--- src/rtl/serial_sub.sv ---
// Bit-serial subtractor: computes a - b - bin one bit per cycle, LSB first,
// with a registered IDLE/SHIFT/DONE controller and registered outputs.
module serial_sub #(
  parameter int unsigned WIDTH = 8
) (
  input  logic             clk,
  input  logic             rst,
  input  logic             start,
  input  logic [WIDTH-1:0] a,
  input  logic [WIDTH-1:0] b,
  input  logic             bin,
  output logic             busy,
  output logic             done,
  output logic [WIDTH-1:0] diff,
  output logic             bout
);

  localparam int unsigned CW = $clog2(WIDTH);
  localparam logic [CW-1:0] LAST = CW'(WIDTH - 1);

  typedef enum logic [1:0] {
    IDLE,
    SHIFT,
    DONE
  } state_t;

  state_t           state;
  logic [WIDTH-1:0] sa;
  logic [WIDTH-1:0] sb;
  logic [WIDTH-2:0] sr;
  logic             br;
  logic [CW-1:0]    cnt;

  logic             d;
  logic             br_nx;
  logic [WIDTH-1:0] res_nx;

  // Full-subtractor cell; res_nx is the result register after shifting d in
  // at the MSB, so its final value is the complete difference.
  always_comb begin
    d      = sa[0] ^ sb[0] ^ br;
    br_nx  = (~sa[0] & sb[0]) | (~(sa[0] ^ sb[0]) & br);
    res_nx = {d, sr};
  end

  always_ff @(posedge clk) begin
    if (rst) begin
      state <= IDLE;
      busy  <= 1'b0;
      done  <= 1'b0;
      diff  <= '0;
      bout  <= 1'b0;
      sa    <= '0;
      sb    <= '0;
      sr    <= '0;
      br    <= 1'b0;
      cnt   <= '0;
    end else begin
      case (state)
        IDLE, DONE: begin
          done <= 1'b0;
          if (start) begin
            sa    <= a;
            sb    <= b;
            br    <= bin;
            cnt   <= '0;
            busy  <= 1'b1;
            state <= SHIFT;
          end else begin
            state <= IDLE;
          end
        end
        SHIFT: begin
          sr  <= res_nx[WIDTH-1:1];
          sa  <= sa >> 1;
          sb  <= sb >> 1;
          br  <= br_nx;
          cnt <= cnt + 1'b1;
          if (cnt == LAST) begin
            busy  <= 1'b0;
            done  <= 1'b1;
            diff  <= res_nx;
            bout  <= br_nx;
            state <= DONE;
          end
        end
        default: begin
          busy  <= 1'b0;
          done  <= 1'b0;
          state <= IDLE;
        end
      endcase
    end
  end

endmodule

--- config.mk ---
export PLATFORM = sky130hd
export DESIGN_NAME = serial_sub
export DESIGN_NICKNAME = d
export VERILOG_FILES = /design/src/rtl/serial_sub.sv
export SDC_FILE = /design/constraint.sdc
export NUM_CORES = 1
export LEC_CHECK = 0
export ABC_AREA = 1
export CAP_MARGIN = 0
export CORE_MARGIN = 5
export CORE_UTILIZATION = 53
export CTS_BUF_LIST = sky130_fd_sc_hd__clkbuf_8
export DETAILED_ROUTE_END_ITERATION = 12
export GPL_TIMING_DRIVEN = 0
export PLACE_DENSITY = 0.81
export SLEW_MARGIN = 20
export SYNTH_ARGS = -nofsm -noshare
export SYNTH_HDL_FRONTEND = slang
export SYNTH_SLANG_ARGS = --single-unit
--- constraint.sdc ---
create_clock -name clk -period 1.5 [get_ports clk]
set_input_delay 0.15 -clock clk [delete_from_list [all_inputs] [get_ports clk]]
set_output_delay 0.15 -clock clk [all_outputs]
set_load 0.02 [all_outputs]
---- Word-level counts from Yosys, hierarchy flattened ----
Cells that the tools add are included.
operators by class
  $add $sub $neg .......................... 1
  multipliers ............................. 0
  div/mod/pow operators ................... 0
  $lt $le $gt $ge ......................... 0
  equal/unequal tests ..................... 5
  shift-type cells ........................ 0
  multiplexer cells ....................... 14
  bitwise gates (word level) .............. 8
  reductions and logical operators ........ 7
operator list
  operator               count
  $pmux W8 S2            2
  $mux W8                2
  $pmux W3 S2            1
  $reduce_and A2 Y1      3
  $mux W1                4
  $ne A2 B2 Y1 const B   2
  $pmux W1 S2            2
  $pmux W2 S2            1
  $reduce_or A2 Y1       2
  $add A3 B1 Y3 const B  1
  $eq A3 B3 Y1 const B   1
  $mux W3                1
  $not A1 Y1             3
  $and A1 B1 Y1          2
  $eq A2 B1 Y1 const B   1
  $eq A2 B2 Y1 const B   1
  $logic_not A2 Y1       1
  $mux W2                1
  $reduce_bool A2 Y1     1
  $xor A1 B1 Y1          2
  $or A1 B1 Y1           1
storage, ports and cells
  bits in registers ....................... 40
  bits in latches ......................... 0
  RAM bits ................................ 0
  bits in read-only memories .............. 0
  input bits .............................. 20
  output and inout port bits .............. 11
  word-level logic and storage cells ...... 45
  memories ................................ 0

---- Depth between registers and ports, before layout ----
  word-level depth ........................ 5
  mapped depth ............................ 7

---- Least setup slack after synthesis ----
OpenSTA, ideal clock, no wires.
  path type ............................... register to register
  start point ............................. register cnt[0]
  end point ............................... register bout
  setup time .............................. 121 ps
  arrival time ............................ 1,127 ps
  setup slack ............................. 252 ps
  cell stages (with the launch flop) ...... 7
  cell sequence ........................... dfxtp_1 ha_1 ha_1 clkbuf_1 nand2_1 nand3_1 o21ai_0
between the ends
  longest elaborated chain between the ends .. 2
ends and longest elaborated chain
  item                                line  text
  start: declaration                  32    logic [CW-1:0] cnt;
  start signal: assignment            78    cnt <= cnt + 1'b1;
  $eq A3 B3 Y1                        79    if (cnt == LAST) begin
  $reduce_and A2 Y1 (no source line)  n/a
  end signal: assignment              83    bout <= br_nx;
  end: declaration                    15    output logic bout
Every way passes these cells.
A chain may end at the register's enable or synchronous reset.

---- Worst setup path after layout ----
  start point ............................. register done
  end point ............................... output done
RTL lines
  item                      line  text
  start: declaration        13    output logic done,
  start signal: assignment  50    done <= 1'b0;
  start signal: assignment  61    done <= 1'b0;
  start signal: assignment  81    done <= 1'b1;
No word-level cell between the ends.

==> results.py <==
metrics = {
    "hold_path": {
        "min_to": "state[0]",
        "hold_depth": 2,
        "min_from": "rst",
        "min_path_type": "in2reg",
    },
    "worst_setup_path": {
        "regToRegEndpoint": "bout",
        "path_class": "reg2out",
        "cp_slowest_stage_delay_ns": 0.61,
        "rrSetupSlack_ns": 0.23,
        "crit_required_ns": 1.35,
        "cpLargestDelayFamily": "buffers and inverters",
        "crit_start": "done",
        "worst-path-max-fanout": 2,
        "cpMaxStageDelayCell": "clkdlybuf4s50_1",
        "reg2regPathDepth": 5,
        "cp.arrival_ns": 1.23,
        "r2r-start": "cnt[0]",
        "endpoint_kind": "primary output",
        "critPathBufInv": 1,
        "start_kind": "flop",
        "cp_cell_sequence": "clkdlybuf4s50_1",
    },
    "synthesis": {
        "yosys.area.top_type_share_pct": 47.1,
        "synthMuxAreaShare_pct": 0,
        "yosysMostFrequentCell": "nand3_1",
        "avgSynthCellArea_um2": 7.36,
        "synth_edf_count": 0,
        "synth_top_family_by_area": "simple AND/OR/NAND/NOR gates",
        "yosys.area_share.simple_pct": 34.2,
        "netlist_top_cells_area": "dfxtp_1, nand3_1, nand2_1",
        "async_reset_ff_share_pct": 0,
        "syn_nets": 254,
        "ys_seq_area_share_pct": 47.1,
        "netlist_instances": 231,
        "ys_seq_elements": 40,
        "synth_area_leader_cell": "dfxtp_1",
        "synth_area_mm2": 0.00170,
        "ys_types": 19,
        "synth_ff_type": "dfxtp_1",
        "yosysWarnings": 0,
        "synth-xor-area-share_pct": 0,
        "synth_commonest_cells": "nand3_1, dfxtp_1, nand2_1",
        "synth_compound_area_share_pct": 5.60,
        "synth_adder_area_share_pct": 2.65,
    },
    "floorplanning": {
        "die_width_um": 66.6,
        "core_mm2": 0.00305,
        "io_pins": 31,
        "rows": 20,
        "initial_utilization_pct": 55.7,
        "dieHeight_um": 66.6,
        "die-area_mm2": 0.00444,
    },
    "detailed_routing": {
        "via_per_inst": 5.10,
        "ant_nets": 0,
        "dr.pass1.iters": 4,
        "vias": 1587,
        "wl_per_cell_um": 11.8,
        "routed_wl_mm": 3.66,
        "drc": 0,
        "drt-initial-drc-count": 86,
    },
    "sta": {
        "grt_setup_unrepaired": "no",
        "tightest_slew_ns": 0.272,
        "fin_ws_ns": 0.117,
        "final_max_slew_viol_count": 0,
        "fmax_mhz": 723,
        "skew_ns": 0.00863,
        "finalSetupTns_ns": 0,
        "report.final.hold_viol_count": 0,
        "slew_headroom_pct": 81.8,
        "fin_crit_ns": 1.38,
        "min_period_over_period_pct": 92.2,
        "setup_viol": 0,
    },
    "clock_tree": {
        "cts.clk_slew.worst_paths_ns": 0.07,
        "htreeDepth": 2,
        "ctsHoldBuffers": 0,
        "clock_sinks": 40,
        "cts_buffers": 5,
        "clock_latency_ns": 0.29,
        "cts_tree": "done",
        "clock_path_buffers": 2,
        "cts_root_buf": "clkbuf_8",
    },
    "power_and_ir_drop": {
        "clkPwrFrac_pct": 31.6,
        "p_leak_nw": 0.918,
        "p_sw_share_pct": 26.3,
        "p_per_area_mw_per_mm2": 1050,
        "p_seq_share_pct": 52.0,
        "ir_worst_vdd_mv": 0.666,
        "intPower_mw": 1.65,
        "share_comb_of_total_power_pct": 16.4,
        "switchingPower_uw": 589,
    },
    "final_layout": {
        "areaGrowthSynthToFinish_pct": 25.6,
        "instances_no_fill": 311,
        "n_antenna_cell": 0,
        "fin_nets": 289,
        "drive_gt1_share_pct": 8.99,
    },
    "global_routing": {
        "grt_pass1_wl_mm": 6.26,
        "grt_pass1_vias": 1414,
        "antenna_found_initial": 0,
        "grt_usage_pct": 18.8,
        "grt_max_degree": 12,
        "grt.overflow.total": 0,
    },
    "place": {
        "port_buffers": 29,
        "place_ws_ns": 0.0330,
        "place_inst": 304,
        "gp_congestion": 0.785,
        "dp_hpwl_mm": 2.63,
    },
    "job": {
        "max_cap_viol_count": 0,
    },
    "outcome": {
        "status": "complete, no violations",
    },
}
[layout make-up]
type | instances | area (um^2)
plain buffers | 13 | 87.6
clock buffers | 6 | 82.6
clock inverters | 2 | 7.51
fillers | 279 | 920
inverters | 23 | 86.3
multi-input cells | 154 | 723
flip-flops and latches | 40 | 801
well taps | 44 | 55.1
repair buffers | 29 | 290
[worst max path at each step]
stage | endpoint | slack, ns | depth (start not counted)
floorplan | bout | 0.25 | 6
global placement | bout | 0.05 | 6
detailed placement | bout | 0.03 | 6
CTS | bout | 0.01 | 6
global route | done | 0.05 | 1
finish | done | 0.12 | 1
[logic make-up (layout without fill, tap and decap cells)]
group | Yosys count | in the layout
adders and majority gates | 3 | 3
AOI/OAI and AO/OA | 19 | 19
buffers and inverters | 37 | 73
DFF | 40 | 40
and+or+nand+nor | 132 | 132
[state kept, by name, indices dropped and copies added, names as in the netlist]
| name | count |
|---|---|
| busy | 1 |
| sa | 8 |
| br | 1 |
| bout | 1 |
| sb | 8 |
| sr | 7 |
| done | 1 |
| state | 2 |
| cnt | 3 |
| diff | 8 |
[per-stage QoR]
stage	power (mW)	hold WS [ns]	util, %	instance area, um^2
2_1_floorplan	1.43	0.291	-	1700
3_3_place_gp	1.54	0.387	67.0	2040
3_5_place_dp	1.55	0.392	67.0	2040
4_1_cts	2.25	0.0854	69.9	2130
5_1_grt	2.37	0.0906	69.9	2130
6_report	2.24	0.0930	69.9	2130
[what timing repair did]
action / in CTS / in global routing
buffers inserted: 0 / 0
endpoints found under the setup margin: 0 / 9
resized for setup: 0 / 1
[worst reg2reg max path: cells and delay by family (launching register included)]
kind	cells	cell delay, ns
AOI/OAI and AO/OA	1	0.07
and+or+nand+nor	2	0.29
adders and majority gates	2	0.45
DFF	1	0.35
[cells in the final DEF, fill, tap and decap left out, types with 2 or more instances in the layout]
master           count
buf_4                4
inv_1               22
nand2_1             39
nor2_1              31
dfxtp_1             40
ha_1                 2
nor3_1              15
a21oi_1              8
clkbuf_8             6
buf_2                7
nand3_1             43
inv_2                2
clkdlybuf4s50_1     29
o21ai_0             11
buf_6                2
nand2_2              2
[per-layer routing]
| layer | up-vias | track usage (%) | wire length (um) |
|---|---|---|---|
| met5 | - | 0 | 0 |
| met4 | 0 | 6.85 | 58 |
| met3 | 7 | 5.56 | 241 |
| met2 | 44 | 29.2 | 1630 |
| met1 | 724 | 24.5 | 1730 |
| li1 | 812 | - | - |
[power by group through the flow]
| stage | clock network [mW] | logic [mW] | registers, mW |
|---|---|---|---|
| final | 0.709 | 0.368 | 1.17 |
| after global routing | 0.778 | 0.417 | 1.17 |
| after CTS | 0.717 | 0.365 | 1.17 |
| after detailed placement | 0 | 0.362 | 1.19 |
| after global placement | 0 | 0.353 | 1.19 |
| after floorplan | 0 | 0.247 | 1.18 |
No activity file was read; power rests on OpenSTA's default activity.
